$ cat config.mk
export PLATFORM = sky130hd
export DESIGN_NAME = up_sample
export DESIGN_NICKNAME = d
export VERILOG_FILES = /design/src/rtl/up_sample_pkg.sv /design/src/rtl/up_sample_interp.sv /design/src/rtl/up_sample.sv
export SDC_FILE = /design/constraint.sdc
export NUM_CORES = 1
export LEC_CHECK = 0
export ABC_CLOCK_PERIOD_IN_PS = 15300
export BUFFER_PORTS_ARGS = -buffer_cell sky130_fd_sc_hd__buf_2
export CAP_MARGIN = 20
export CORE_MARGIN = 1.5
export CORE_UTILIZATION = 60
export DETAILED_ROUTE_END_ITERATION = 7
export PLACE_DENSITY = 0.89
export SLEW_MARGIN = 40
export SYNTH_ARGS = -nofsm -noshare
export SYNTH_HDL_FRONTEND = slang
export SYNTH_SLANG_ARGS = --single-unit
$ cat constraint.sdc
create_clock -name i_clk -period 15.3 [get_ports i_clk]
set_input_delay 2.295 -clock i_clk [delete_from_list [all_inputs] [get_ports i_clk]]
set_output_delay 2.295 -clock i_clk [all_outputs]
set_load 0.03 [all_outputs]
$ cat src/rtl/up_sample_pkg.sv
// Shared definitions for the linear-interpolating upsampler: factor codes,
// FSM states and helpers converting a factor code to its shift and length.
package up_sample_pkg;

    localparam logic [1:0] FACTOR_L1 = 2'd0;
    localparam logic [1:0] FACTOR_L2 = 2'd1;
    localparam logic [1:0] FACTOR_L4 = 2'd2;
    localparam logic [1:0] FACTOR_L8 = 2'd3;

    typedef enum logic {
        IDLE,
        EMIT
    } state_t;

    // The factor code is already log2 of the interpolation length.
    function automatic logic [1:0] factor_shift(input logic [1:0] code);
        return code;
    endfunction

    function automatic logic [3:0] factor_len(input logic [1:0] code);
        case (code)
            FACTOR_L1: return 4'd1;
            FACTOR_L2: return 4'd2;
            FACTOR_L4: return 4'd4;
            FACTOR_L8: return 4'd8;
            default:   return 4'd8;
        endcase
    endfunction

endpackage

$ cat src/rtl/up_sample_interp.sv
// Combinational interpolation point: y = prev + floor(diff * j / 2^s).
module up_sample_interp #(
    parameter int data_width = 16
) (
    input  logic [data_width-1:0] prev,
    input  logic [data_width:0]   diff,
    input  logic [3:0]            j,
    input  logic [1:0]            s,
    output logic [data_width-1:0] y
);

    logic signed [data_width+3:0] diff_ext;
    logic signed [data_width+3:0] j_ext;
    logic signed [data_width+3:0] product;
    logic signed [data_width+3:0] scaled;
    logic        [data_width:0]   sum;
    logic                         unused_bits;

    assign diff_ext = {{3{diff[data_width]}}, diff};
    assign j_ext    = {{data_width{1'b0}}, j};
    assign product  = diff_ext * j_ext;

    // Arithmetic shift floors toward minus infinity; the result magnitude never
    // exceeds |diff|, so the upper bits are pure sign extension.
    assign scaled = product >>> s;

    // The interpolated point lies between prev and cur, so truncation is exact.
    assign sum = {prev[data_width-1], prev} + scaled[data_width:0];
    assign y   = sum[data_width-1:0];

    assign unused_bits = ^{scaled[data_width+3:data_width+1], sum[data_width]};

endmodule

$ cat src/rtl/up_sample.sv
// Linear-interpolating upsampler: emits L = 1, 2, 4 or 8 samples per input,
// stepping from the previous input to the current one, valid/ready on both sides.
module up_sample
    import up_sample_pkg::*;
#(
    parameter int data_width = 16
) (
    input  logic                  i_clk,
    input  logic                  i_rst,
    input  logic [data_width-1:0] i_data,
    input  logic                  i_valid,
    output logic                  o_ready,
    input  logic [1:0]            i_factor,
    output logic [data_width-1:0] o_data,
    output logic                  o_valid,
    input  logic                  i_ready
);

    state_t                state, state_next;
    logic [data_width-1:0] prev, prev_next;
    logic [data_width-1:0] cur, cur_next;
    logic [data_width:0]   diff, diff_next;
    logic [1:0]            s, s_next;
    logic [3:0]            j, j_next;
    logic [data_width-1:0] data_next;

    logic                  last;
    logic                  accept;
    logic                  step;
    logic [data_width-1:0] base;
    logic [data_width:0]   new_diff;

    logic [data_width-1:0] interp_prev;
    logic [data_width:0]   interp_diff;
    logic [3:0]            interp_j;
    logic [1:0]            interp_s;
    logic [data_width-1:0] interp_y;

    assign o_valid = (state == EMIT);
    assign last    = (j == factor_len(s));
    assign o_ready = i_rst && ((state == IDLE) || (i_ready && last));
    assign accept  = i_valid && o_ready;
    assign step    = o_valid && i_ready;

    // An accept during the final handshake must see cur already promoted to prev.
    assign base     = o_valid ? cur : prev;
    assign new_diff = {i_data[data_width-1], i_data} - {base[data_width-1], base};

    up_sample_interp #(
        .data_width(data_width)
    ) u_interp (
        .prev(interp_prev),
        .diff(interp_diff),
        .j   (interp_j),
        .s   (interp_s),
        .y   (interp_y)
    );

    always_comb begin
        state_next  = state;
        prev_next   = prev;
        cur_next    = cur;
        diff_next   = diff;
        s_next      = s;
        j_next      = j;
        data_next   = o_data;
        interp_prev = prev;
        interp_diff = diff;
        interp_j    = j + 4'd1;
        interp_s    = s;

        if (step && last) begin
            prev_next  = cur;
            state_next = IDLE;
        end

        if (accept) begin
            interp_prev = base;
            interp_diff = new_diff;
            interp_j    = 4'd1;
            interp_s    = factor_shift(i_factor);
            cur_next    = i_data;
            diff_next   = new_diff;
            s_next      = factor_shift(i_factor);
            j_next      = 4'd1;
            data_next   = interp_y;
            state_next  = EMIT;
        end else if (step && !last) begin
            j_next    = j + 4'd1;
            data_next = interp_y;
        end
    end

    always_ff @(posedge i_clk or negedge i_rst) begin
        if (!i_rst) begin
            state  <= IDLE;
            prev   <= '0;
            cur    <= '0;
            diff   <= '0;
            s      <= '0;
            j      <= 4'd1;
            o_data <= '0;
        end else begin
            state  <= state_next;
            prev   <= prev_next;
            cur    <= cur_next;
            diff   <= diff_next;
            s      <= s_next;
            j      <= j_next;
            o_data <= data_next;
        end
    end

endmodule

# Word level (Yosys, flattened, before mapping)
# Cells that the tools add are included.
# totals
reg_bits	72
elab_cells	40
inputBits	22
# op_classes
mux	12
shifts	1
n_addsub	3
n_bitwise	1
eq_ne	4
n_reduce_logical	11
mul	1
# op_table
cell	n
$mux W16	4
$mul A17 B5 Y20	1
$sshr A20 B2 Y16	1
$mux W17	1
$sub A16 B16 Y17	1
$add A16 B16 Y16	1
$pmux W4 S4	1
$mux W4	3
$logic_and A1 B1 Y1	6
$add A4 B1 Y4 const B	1
$eq A2 B2 Y1 const B	2
$eq A4 B4 Y1	1
$reduce_bool A2 Y1	2
$eq A2 B1 Y1 const B	1
$logic_not A2 Y1	1
$mux W1	2
$mux W2	1
$logic_not A1 Y1	1
$logic_or A1 B1 Y1	1
$not A1 Y1	1

# Logic depth before layout (Yosys ltp)
# depth
ltp_word	13
depth_mapped	36
ltp_nobuf	34

# By module
# A second synthesis with hierarchy kept.
# hier_totals
hier_cells	817
area_unflattened_um2	7263.2
# by_module_without_submodules
module	seq_area_each_um2	cells_each	n_inst	area_each_um2
up_sample	1803.0	406	1	4000.1
up_sample_interp	0.0	411	1	3263.1

# Worst setup path after synthesis
# No wires, ideal clock.
# synth_path
path_type	input -> register
startpoint	in i_ready
endpoint	reg o_data[14]
setup_ps	125
arrival_ps	8065
t_required_ps	15175
stages	31
setup_slack_ps	7110
path_cell_list	inv_1 -> o21ai_2 -> and3_1 -> buf_6 -> clkbuf_1 -> nor2_1 -> clkbuf_1 -> and2_1 -> ha_1 -> inv_1 -> fa_1 -> fa_1 -> inv_1 -> ha_1 -> a21oi_1 -> xnor2_1 -> nand2_1 -> and3_1 -> a21oi_1 -> ha_1 -> a21o_1 -> a21oi_2 -> o21bai_1 -> a21oi_1 -> o21bai_1 -> a21oi_2 -> o211ai_1 -> or4_1 -> a31oi_1 -> xnor2_1 -> mux2_2
# synth_via
elab_chain_cells	10
# synth_rtl
item	line	rtl
start: declaration	up_sample.sv:16	input logic i_ready
$logic_and A1 B1 Y1	up_sample.sv:41	assign o_ready = i_rst && ((state == IDLE) || (i_ready && last));
$logic_or A1 B1 Y1	up_sample.sv:41	
$logic_and A1 B1 Y1	up_sample.sv:41	
$logic_and A1 B1 Y1	up_sample.sv:42	assign accept = i_valid && o_ready;
$mux W17 / $mux W4 (equally long branches)	-	
$mul A17 B5 Y20	up_sample_interp.sv:21	assign product = diff_ext * j_ext;
$sshr A20 B2 Y16	up_sample_interp.sv:25	assign scaled = product >>> s;
$add A16 B16 Y16	up_sample_interp.sv:28	assign sum = {prev[data_width-1], prev} + scaled[data_width:0];
$mux W16	up_sample.sv:88	end else if (step && !last) begin
$mux W16	up_sample.sv:77	if (accept) begin
end signal: assignment	up_sample.sv:110	o_data <= data_next;
end: declaration	up_sample.sv:14	output logic [data_width-1:0] o_data,
# Several ways; a longest one is shown, not always the timed one. The select of a mux whose other input is x is not followed.
# A chain may end at the register's enable or synchronous reset.

# Worst setup path in the final report
# layout_path
startpoint	in i_rst
endpoint	reg o_data[15]
# layout_via
elab_chain_cells	8
# layout_rtl
item	line	rtl
start: declaration	up_sample.sv:9	input logic i_rst,
$logic_and A1 B1 Y1 *	up_sample.sv:41	
$logic_and A1 B1 Y1 *	up_sample.sv:42	
$mux W17 / $mux W4 (equally long branches)	-	
$mul A17 B5 Y20	up_sample_interp.sv:21	
$sshr A20 B2 Y16	up_sample_interp.sv:25	
$add A16 B16 Y16	up_sample_interp.sv:28	
$mux W16	up_sample.sv:88	
$mux W16	up_sample.sv:77	
# Mark *: on every way between the ends. The rest lies on a longest branch, timed or not. The select of a mux whose other input is x is not followed.

==> metrics.txt <==
I/O Buffers=39; Syn Area/Cell=between 8 and 9 um^2; min-delay worst type=reg2reg; DRT Wirelength=16100 um; # setup viols final=0; Syn Inst Count=793; max_slew headroom=0.514; Area Overhead vs Synth=8.71%; sequential cell area fraction in the yosys report=0.263; YS warnings=0; Final Hold Fails=0; Synth async-reset ratio=1.00; FF-to-FF Start=j[0]; clock sinks=72; most frequent cells in the layout=nand2_1, dfrtp_1, inv_1; Final Max Tran Viols=0; Arr. time, crit path=9.51 ns; Mapped Nets=around 900; Critical Path RT=15.52 ns; Yosys cell types=55; TNS Setup=0 ns; die height=around 110 um; Yosys top cell area share=0.259; 1st-pass router iterations=5; #FFs+latches synth=just over 70; H-tree level count=3; ranking of synthesized cells by area=dfrtp_1, ha_1, fa_1; Post-synth EDFFs=0; RSZ-0062 raised after global routing=false; Yosys top cell by area=dfrtp_1; fin nets=940; CTS tree=built; worst skew pair latency=roughly 0.34 ns; Worst R2R End=o_data[15]; Initial DRC Count=469; Num CTS Buffers=9; Initial Utilization=0.624; startpoint types=input pin; initial antenna violation count=0; WL/cell=16.7 um; Crit-path slowest cell=fa_1; Period minus WS final=around 9.3 ns; type of the worst setup path=in2reg; Max Clock Skew=between 0.004 and 0.005 ns; CTS max path bufs=2; leading cell type in the layout, fill and taps excluded=nand2_1; HPWL after detailed placement=roughly 12000 um; layout cell share with drive strength beyond 1=0.127; die width=approximately 110 um; number of fill cells=roughly 800; CP max FO=74; DRC errors left=0; CTS clk-pin slew, worst paths=about 0.060 ns; pin count of the biggest net entering global routing=75; DR vias=approximately 5700; postcts setup bufs=0; outcome=finished, final reports clean; max incr delay on CP=approximately 0.54 ns; Multi-input gate area=~4700 um^2; Post-Syn Area=approximately 7000 um^2; worst reg2reg path depth=31; Worst Hold Launch=cur[7]; crit path to=o_data[15]; grt ovf=0; first-pass GRT wire length=between 20000 and 30000 um; Max Fclk=108 MHz; Tightest Pin Transition=0.725 ns; Row Count=38; FF+latch area=between 1500 and 2000 um^2; period utilization=0.607; Tot GR Track Use=0.297; Max-Cap Viols=0; worst reg-to-reg setup slack=7.23 ns; antenna cells=0; antenna viol nets, final=0; I/O pin count=40; Die Area=~12000 um^2; Synth Flop Type=dfrtp_1; CP startpoint=i_rst; WHS Path Cells=2; core box area=between 10000 and 15000 um^2; via/cell ratio=roughly 5.9; gpl congestion=0.903; hold buffers post-CTS=0; CP Capture Type=register; vias in the first global route=roughly 5600; post-CTS resize count=0; Root Driver=clkbuf_16
[worst min-delay path by stage]
stage / slack (ns) / endpoint
floorplan: 0.46 / cur[0]
global placement: 0.48 / cur[9]
detailed placement: 0.48 / cur[7]
CTS: 0.50 / cur[7]
global route: 0.53 / cur[2]
finish: 0.50 / cur[7]
[worst max-delay path, delay by kind of cell]
family / cells / cell delay, ns
adder cells (fa/ha/maj): 5 / 1.98
AND/OR/NAND/NOR: 8 / 1.97
AO/OA/AOI/OAI: 6 / 1.18
buffers and inverters: 5 / 1.17
XOR/XNOR: 3 / 0.49
multiplexers: 2 / 0.39
[stage by stage]
step                hold slack (ns)  utilization  setup WS, ns  cells  cell area (um^2)
floorplan                     0.460            -          7.11    793              6860
global placement              0.481        0.650          5.66    946              7140
detailed placement            0.485        0.651          5.73    946              7150
CTS                           0.499        0.678          5.93    962              7450
global route                  0.529        0.679          5.31    962              7450
finish                        0.497        0.679          6.01    962              7450
[layer usage]
metal,part of all wire,track usage
met5,0,0
met4,0.025,0.100
met3,0.061,0.0510
met2,0.48,0.493
met1,0.43,0.394
[state kept, by name, indices dropped and copies added (netlist names)]
| register | flops |
|---|---|
| j | 4 |
| o_data | 16 |
| o_valid | 1 |
| cur | 16 |
| s | 2 |
| diff | 17 |
| prev | 16 |
[synth_stat cells (all sizes together), types with 7 or more instances]
cell type,number
nand2,107
nand2b,8
buf,7
inv,72
nand3,10
xor2,18
fa,32
nor2,66
mux2i,35
a21o,11
a21oi,65
dfrtp,71
and3,37
ha,69
xnor2,30
a31oi,7
clkbuf,25
and2,18
mux2,23
o21ai,28
[area by class of cell]
type | instances | share of cell area
Timing Repair Buffer | 45 | 0.0327
Inverter | 72 | 0.0363
Multi-Input combinational cell | 617 | 0.626
Sequential cell | 72 | 0.242
Clock inverter | 7 | 0.00940
Tap cell | 140 | 0.0235
Clock buffer | 9 | 0.0302
[cell families (layout without fill, tap and decap cells)]
family,count (synthesis),after routing,share of synthesized area
AO/OA/AOI/OAI,143,143,0.127
XOR/XNOR,48,48,0.0613
adder cells (fa/ha/maj),101,101,0.219
buffers and inverters,104,133,0.0590
flip-flops,72,72,0.263
multiplexers,58,58,0.0900
AND/OR/NAND/NOR,267,267,0.180
Power is left out: the tool's default activity adds up to more than one toggle a clock period on the data nets, which glitch-free logic cannot reach.
